`src/rtl/input_unit.sv`:
```
// Signed decimal entry unit: collects up to three BCD digits plus a sign, then
// converts them serially into an 8-bit two's-complement VALUE with range check.
module input_unit (
  input  logic       i_clk,
  input  logic       i_reset,
  input  logic [3:0] i_digit,
  input  logic       i_digit_stb,
  input  logic       i_neg_stb,
  input  logic       i_enter_stb,
  input  logic       i_clr_stb,
  output logic [7:0] o_value,
  output logic       o_valid,
  output logic       o_err,
  output logic       o_neg,
  output logic [1:0] o_dig_cnt,
  output logic       o_busy,
  output logic [1:0] o_state
);

  typedef enum logic [1:0] {
    S_EMPTY   = 2'd0,
    S_ENTRY   = 2'd1,
    S_CONVERT = 2'd2
  } state_t;

  state_t      r_state, w_state_nxt;
  logic [11:0] r_digits, w_digits_nxt;
  logic [1:0]  r_cnt, w_cnt_nxt;
  logic        r_neg, w_neg_nxt;
  logic        r_err, w_err_nxt;
  logic [9:0]  r_acc, w_acc_nxt;
  logic [1:0]  r_step, w_step_nxt;
  logic [7:0]  r_value, w_value_nxt;
  logic        r_valid, w_valid_nxt;

  logic [9:0]  w_acc_x10;
  logic        w_in_range;

  // Digits are consumed from the top nibble while the register shifts left,
  // so D2, D1, D0 arrive in order on successive convert edges.
  assign w_acc_x10  = (r_acc << 3) + (r_acc << 1) + {6'd0, r_digits[11:8]};
  assign w_in_range = r_neg ? (r_acc <= 10'd128) : (r_acc <= 10'd127);

  always_ff @(posedge i_clk or posedge i_reset) begin
    if (i_reset) begin
      r_state  <= S_EMPTY;
      r_digits <= 12'd0;
      r_cnt    <= 2'd0;
      r_neg    <= 1'b0;
      r_err    <= 1'b0;
      r_acc    <= 10'd0;
      r_step   <= 2'd0;
      r_value  <= 8'd0;
      r_valid  <= 1'b0;
    end else begin
      r_state  <= w_state_nxt;
      r_digits <= w_digits_nxt;
      r_cnt    <= w_cnt_nxt;
      r_neg    <= w_neg_nxt;
      r_err    <= w_err_nxt;
      r_acc    <= w_acc_nxt;
      r_step   <= w_step_nxt;
      r_value  <= w_value_nxt;
      r_valid  <= w_valid_nxt;
    end
  end

  always_comb begin
    w_state_nxt  = r_state;
    w_digits_nxt = r_digits;
    w_cnt_nxt    = r_cnt;
    w_neg_nxt    = r_neg;
    w_err_nxt    = r_err;
    w_acc_nxt    = r_acc;
    w_step_nxt   = r_step;
    w_value_nxt  = r_value;
    w_valid_nxt  = 1'b0;

    if (i_clr_stb) begin
      w_state_nxt  = S_EMPTY;
      w_digits_nxt = 12'd0;
      w_cnt_nxt    = 2'd0;
      w_neg_nxt    = 1'b0;
      w_err_nxt    = 1'b0;
      w_acc_nxt    = 10'd0;
      w_step_nxt   = 2'd0;
    end else begin
      case (r_state)
        S_EMPTY, S_ENTRY: begin
          if (i_enter_stb) begin
            w_state_nxt = S_CONVERT;
            w_acc_nxt   = 10'd0;
            w_step_nxt  = 2'd0;
            w_err_nxt   = 1'b0;
          end else if (i_neg_stb) begin
            w_neg_nxt = ~r_neg;
          end else if (i_digit_stb && (i_digit <= 4'd9) && (r_cnt != 2'd3)) begin
            w_digits_nxt = {r_digits[7:0], i_digit};
            w_cnt_nxt    = r_cnt + 2'd1;
            w_state_nxt  = S_ENTRY;
          end
        end
        S_CONVERT: begin
          if (r_step != 2'd3) begin
            w_acc_nxt    = w_acc_x10;
            w_digits_nxt = {r_digits[7:0], 4'd0};
            w_step_nxt   = r_step + 2'd1;
          end else begin
            if (w_in_range) begin
              w_value_nxt = r_neg ? (~r_acc[7:0] + 8'd1) : r_acc[7:0];
              w_valid_nxt = 1'b1;
            end else begin
              w_err_nxt = 1'b1;
            end
            w_digits_nxt = 12'd0;
            w_cnt_nxt    = 2'd0;
            w_neg_nxt    = 1'b0;
            w_step_nxt   = 2'd0;
            w_state_nxt  = S_EMPTY;
          end
        end
        default: w_state_nxt = S_EMPTY;
      endcase
    end
  end

  assign o_value   = r_value;
  assign o_valid   = r_valid;
  assign o_err     = r_err;
  assign o_neg     = r_neg;
  assign o_dig_cnt = r_cnt;
  assign o_busy    = (r_state == S_CONVERT);
  assign o_state   = r_state;

endmodule

```
`config.mk`:
```
export PLATFORM = sky130hd
export DESIGN_NAME = input_unit
export DESIGN_NICKNAME = d
export VERILOG_FILES = /design/src/rtl/input_unit.sv
export SDC_FILE = /design/constraint.sdc
export NUM_CORES = 1
export LEC_CHECK = 0
export ABC_CLOCK_PERIOD_IN_PS = 4500
export CAP_MARGIN = 25
export CORE_MARGIN = 5
export CORE_UTILIZATION = 33
export DETAILED_ROUTE_END_ITERATION = 10
export SLEW_MARGIN = 20
export SYNTH_ARGS = -nofsm -noshare
export SYNTH_HDL_FRONTEND = slang
export SYNTH_SLANG_ARGS = --single-unit
```
`constraint.sdc`:
```
create_clock -name i_clk -period 4.5 [get_ports i_clk]
set_input_delay 0.9 -clock i_clk [delete_from_list [all_inputs] [get_ports i_clk]]
set_output_delay 0.9 -clock i_clk [all_outputs]
set_load 0.01 [all_outputs]
```
==> impl_metrics.ini <==
[outcome]
outcome = completed

[placed_design]
place_ws_ns = 1.33
placed_cells = 305
dp_hpwl_mm = 3.02
gp_congestion = 0.814
io_buffers = 25

[synth]
synthFlopType = dfrtp_1
avgSynthCellArea_um2 = 10.4
synth_edf_count = 0
synth_top_family_by_area = compound AO/OA/AOI/OAI gates
synthXorXnorAreaFrac_pct = 5.30
synthesis.area_um2 = 2150
yosysTopAreaCellShare_pct = 45.4
ys_ff_latch = 39
synthTopCellsByArea = dfrtp_1 (45%), ha_1 (9.9%), nand2_1 (5.9%), o21ai_0 (5.6%), xnor2_1 (4.9%)
syn_inst = 207
synth_compound_area_share_pct = 18.3
synth_top_area_cell = dfrtp_1
async_reset_ff_share_pct = 100
synth.distinct_cells = 39
synthesis.nets = 236
synth_fa_ha_area_share_pct = 11.8
synthMuxAreaShare_pct = 4.19
ys_warn_count = 0
synth-simple-area-share_pct = 11.9
ys_seq_area_share_pct = 45.4

[global_routing]
overflow = 0
antenna_found_initial = 0
grt_max_degree = 40
grt_pass1_wl_mm = 7.36
first_global_vias = 1554
grt_usage_pct = 10.8

[floorplanning]
start_util_pct = 33.9
std_cell_rows = 29
core_um2 = 6350
die_w_um = 90.7
ios = 26
die_area_um2 = 8230
dieHeight_um = 90.7

[detailed_routing]
drcViolationCount = 0
dr.first_iter.drc_count = 51
antenna_left = 0
drt-pass1-iter-count = 4
via_per_inst = 4.92
post_drt_wl_per_cell_um = 13.3
drt_wl_total_mm = 4.17
vias = 1541

[setup_path]
crit_end = o_dig_cnt[1]$_DFFE_PP0P_
reg2reg_slack_ns = 1.91
cp-startpoint = i_clr_stb
crit_path_start_kind = input pin
rr_endpoint = r_acc[9]$_DFFE_PP0P_
cp.required_ns = 4.69
worstRegToRegCells = 9
worstSetupPathType = in2reg
r2r_start = r_acc[0]$_DFFE_PP0P_
critPathMaxFanout = 28
critPathCaptureType = register
crit_arrival_ns = 3.06

[power]
pwr_density_cell_nw_per_um2 = 289
power.leakage_nw = 1.18
ir_drop_mv = 0.152
power_mw = 0.747

[final_layout]
diodes = 0
fin_cells = 313
fillers = 618
drive_above_1_share_pct = 10.2
areaGrowthSynthToFinish_pct = 20.3
nets = 264

[timing]
tightest_slew_ns = 0.858
fin_crit_sh_pct = 63.8
report.final.slew_viol_count = 0
timing.fmax_mhz = 348
rsz0062_at_grt = false
layout_setup_ws_ns = 1.63
skew_ns = 0.00340
hold_viol = 0
setup_viol = 0
layout_min_cycle_time_ns = 2.87
slew_headroom_pct = 42.8
final.setup.tns_ns = 0

[cts]
cts_hold_buffers = 0
cts_root_buffer = clkbuf_8
clk_path_buf_depth = 2
cts_tree = built
clk_pin_slew_ns = 0.08
cts-buffers-inserted = 5
postCtsSetupBuffers = 0
cts_num_sinks = 39
cts_max_level = 2
insertion_delay_ns = 0.29
cts_repair_resize_count = 0

[min_path]
hold_path_class = reg2reg

[job]
drv_cap = 0
cell usage in the layout, fill, tap and decap left out, types with 2 or more instances in the layout:
| master | n |
|---|---|
| dfrtp_1 | 39 |
| a211oi_1 | 3 |
| buf_4 | 2 |
| a21oi_1 | 5 |
| fa_1 | 2 |
| nor3_1 | 3 |
| clkdlybuf4s50_1 | 25 |
| o21bai_1 | 4 |
| o21ai_0 | 24 |
| nor2_1 | 4 |
| nand2b_1 | 2 |
| o31ai_1 | 3 |
| o41ai_1 | 4 |
| mux2_2 | 8 |
| ha_1 | 17 |
| nand2_1 | 34 |
| a22o_1 | 7 |
| nand3_1 | 3 |
| clkbuf_8 | 7 |
| inv_1 | 9 |
| xnor2_1 | 12 |
how the worst min path moves through the flow:
stage | from | end | slack, ns | cells after the start
after floorplan | r_digits[0]$_DFFE_PP0P_ | r_digits[0]$_DFFE_PP0P_ | 0.45 | 2
after global placement | r_digits[2]$_DFFE_PP0P_ | r_digits[2]$_DFFE_PP0P_ | 0.46 | 2
after detailed placement | r_digits[7]$_DFFE_PP0P_ | r_digits[7]$_DFFE_PP0P_ | 0.47 | 2
after CTS | r_digits[7]$_DFFE_PP0P_ | r_digits[7]$_DFFE_PP0P_ | 0.49 | 2
after global routing | r_digits[7]$_DFFE_PP0P_ | r_digits[7]$_DFFE_PP0P_ | 0.52 | 2
final | r_digits[8]$_DFFE_PP0P_ | r_digits[8]$_DFFE_PP0P_ | 0.48 | 2
per-layer routing:
layer	GRT usage [%]	share of wire, %	wire length (um)
met1	14.7	49	2050
met2	16.7	46	1920
met3	3.08	4.1	170
met4	3.35	0.84	35
met5	0	0	0
final cells by class:
cell class	count	area [um^2]	share of cell area [%]
tap	77	96.3	3.73
sequential	39	976	37.8
inverter	10	37.5	1.45
clock inverter	1	7.51	0.290
clock buffer	7	96.3	3.73
multi-input combinational	152	1110	42.8
timing repair buffer	27	265	10.3
critical path, stage by stage:
cell             delay, ns
clkdlybuf4s50_1       0.68
nor2_2                0.43
o31a_1                0.74
o21ai_0               0.20
o31ai_1               0.11
power breakdown:
| group | internal [mW] | switching, mW | total [mW] |
|---|---|---|---|
| logic | 0.0439 | 0.0563 | 0.100 |
| registers | 0.368 | 0.0190 | 0.387 |
| clock network | 0.139 | 0.121 | 0.260 |
Yosys cell counts, types with 3 or more instances:
master,count
o31ai_1,3
nor3_1,3
xnor2_1,12
a211oi_1,3
o21ai_0,24
mux2_2,8
nand2_1,34
ha_1,17
o41ai_1,4
nand3_1,3
inv_1,9
o21bai_1,4
a22o_1,7
a21oi_1,5
buf_2,3
dfrtp_1,39
nor2_1,4
logic make-up (layout without fill, tap and decap cells):
| logic type | Yosys count | after routing |
|---|---|---|
| AO/OA/AOI/OAI | 58 | 58 |
| AND/OR/NAND/NOR | 54 | 54 |
| flip-flops | 39 | 39 |
| adder cells (fa/ha/maj) | 19 | 19 |
| buffers and inverters | 16 | 45 |
| XOR/XNOR | 13 | 13 |
| multiplexers | 8 | 8 |
registers in the layout, summed over array words and instances, names as in the netlist:
signal / count
o_value: 8
r_digits: 12
o_dig_cnt: 2
o_err: 1
r_step: 2
o_neg: 1
o_valid: 1
r_acc: 10
o_state: 2
metrics by stage:
stage                     cell area, um^2  hold WS (ns)  utilization (%)
after floorplan                      2150         0.450                -
after global placement               2480         0.461             39.1
after detailed placement             2480         0.470             39.1
after CTS                            2580         0.488             40.7
after global routing                 2580         0.516             40.7
final                                2580         0.481             40.7
No activity file was read; power rests on OpenSTA's default activity.
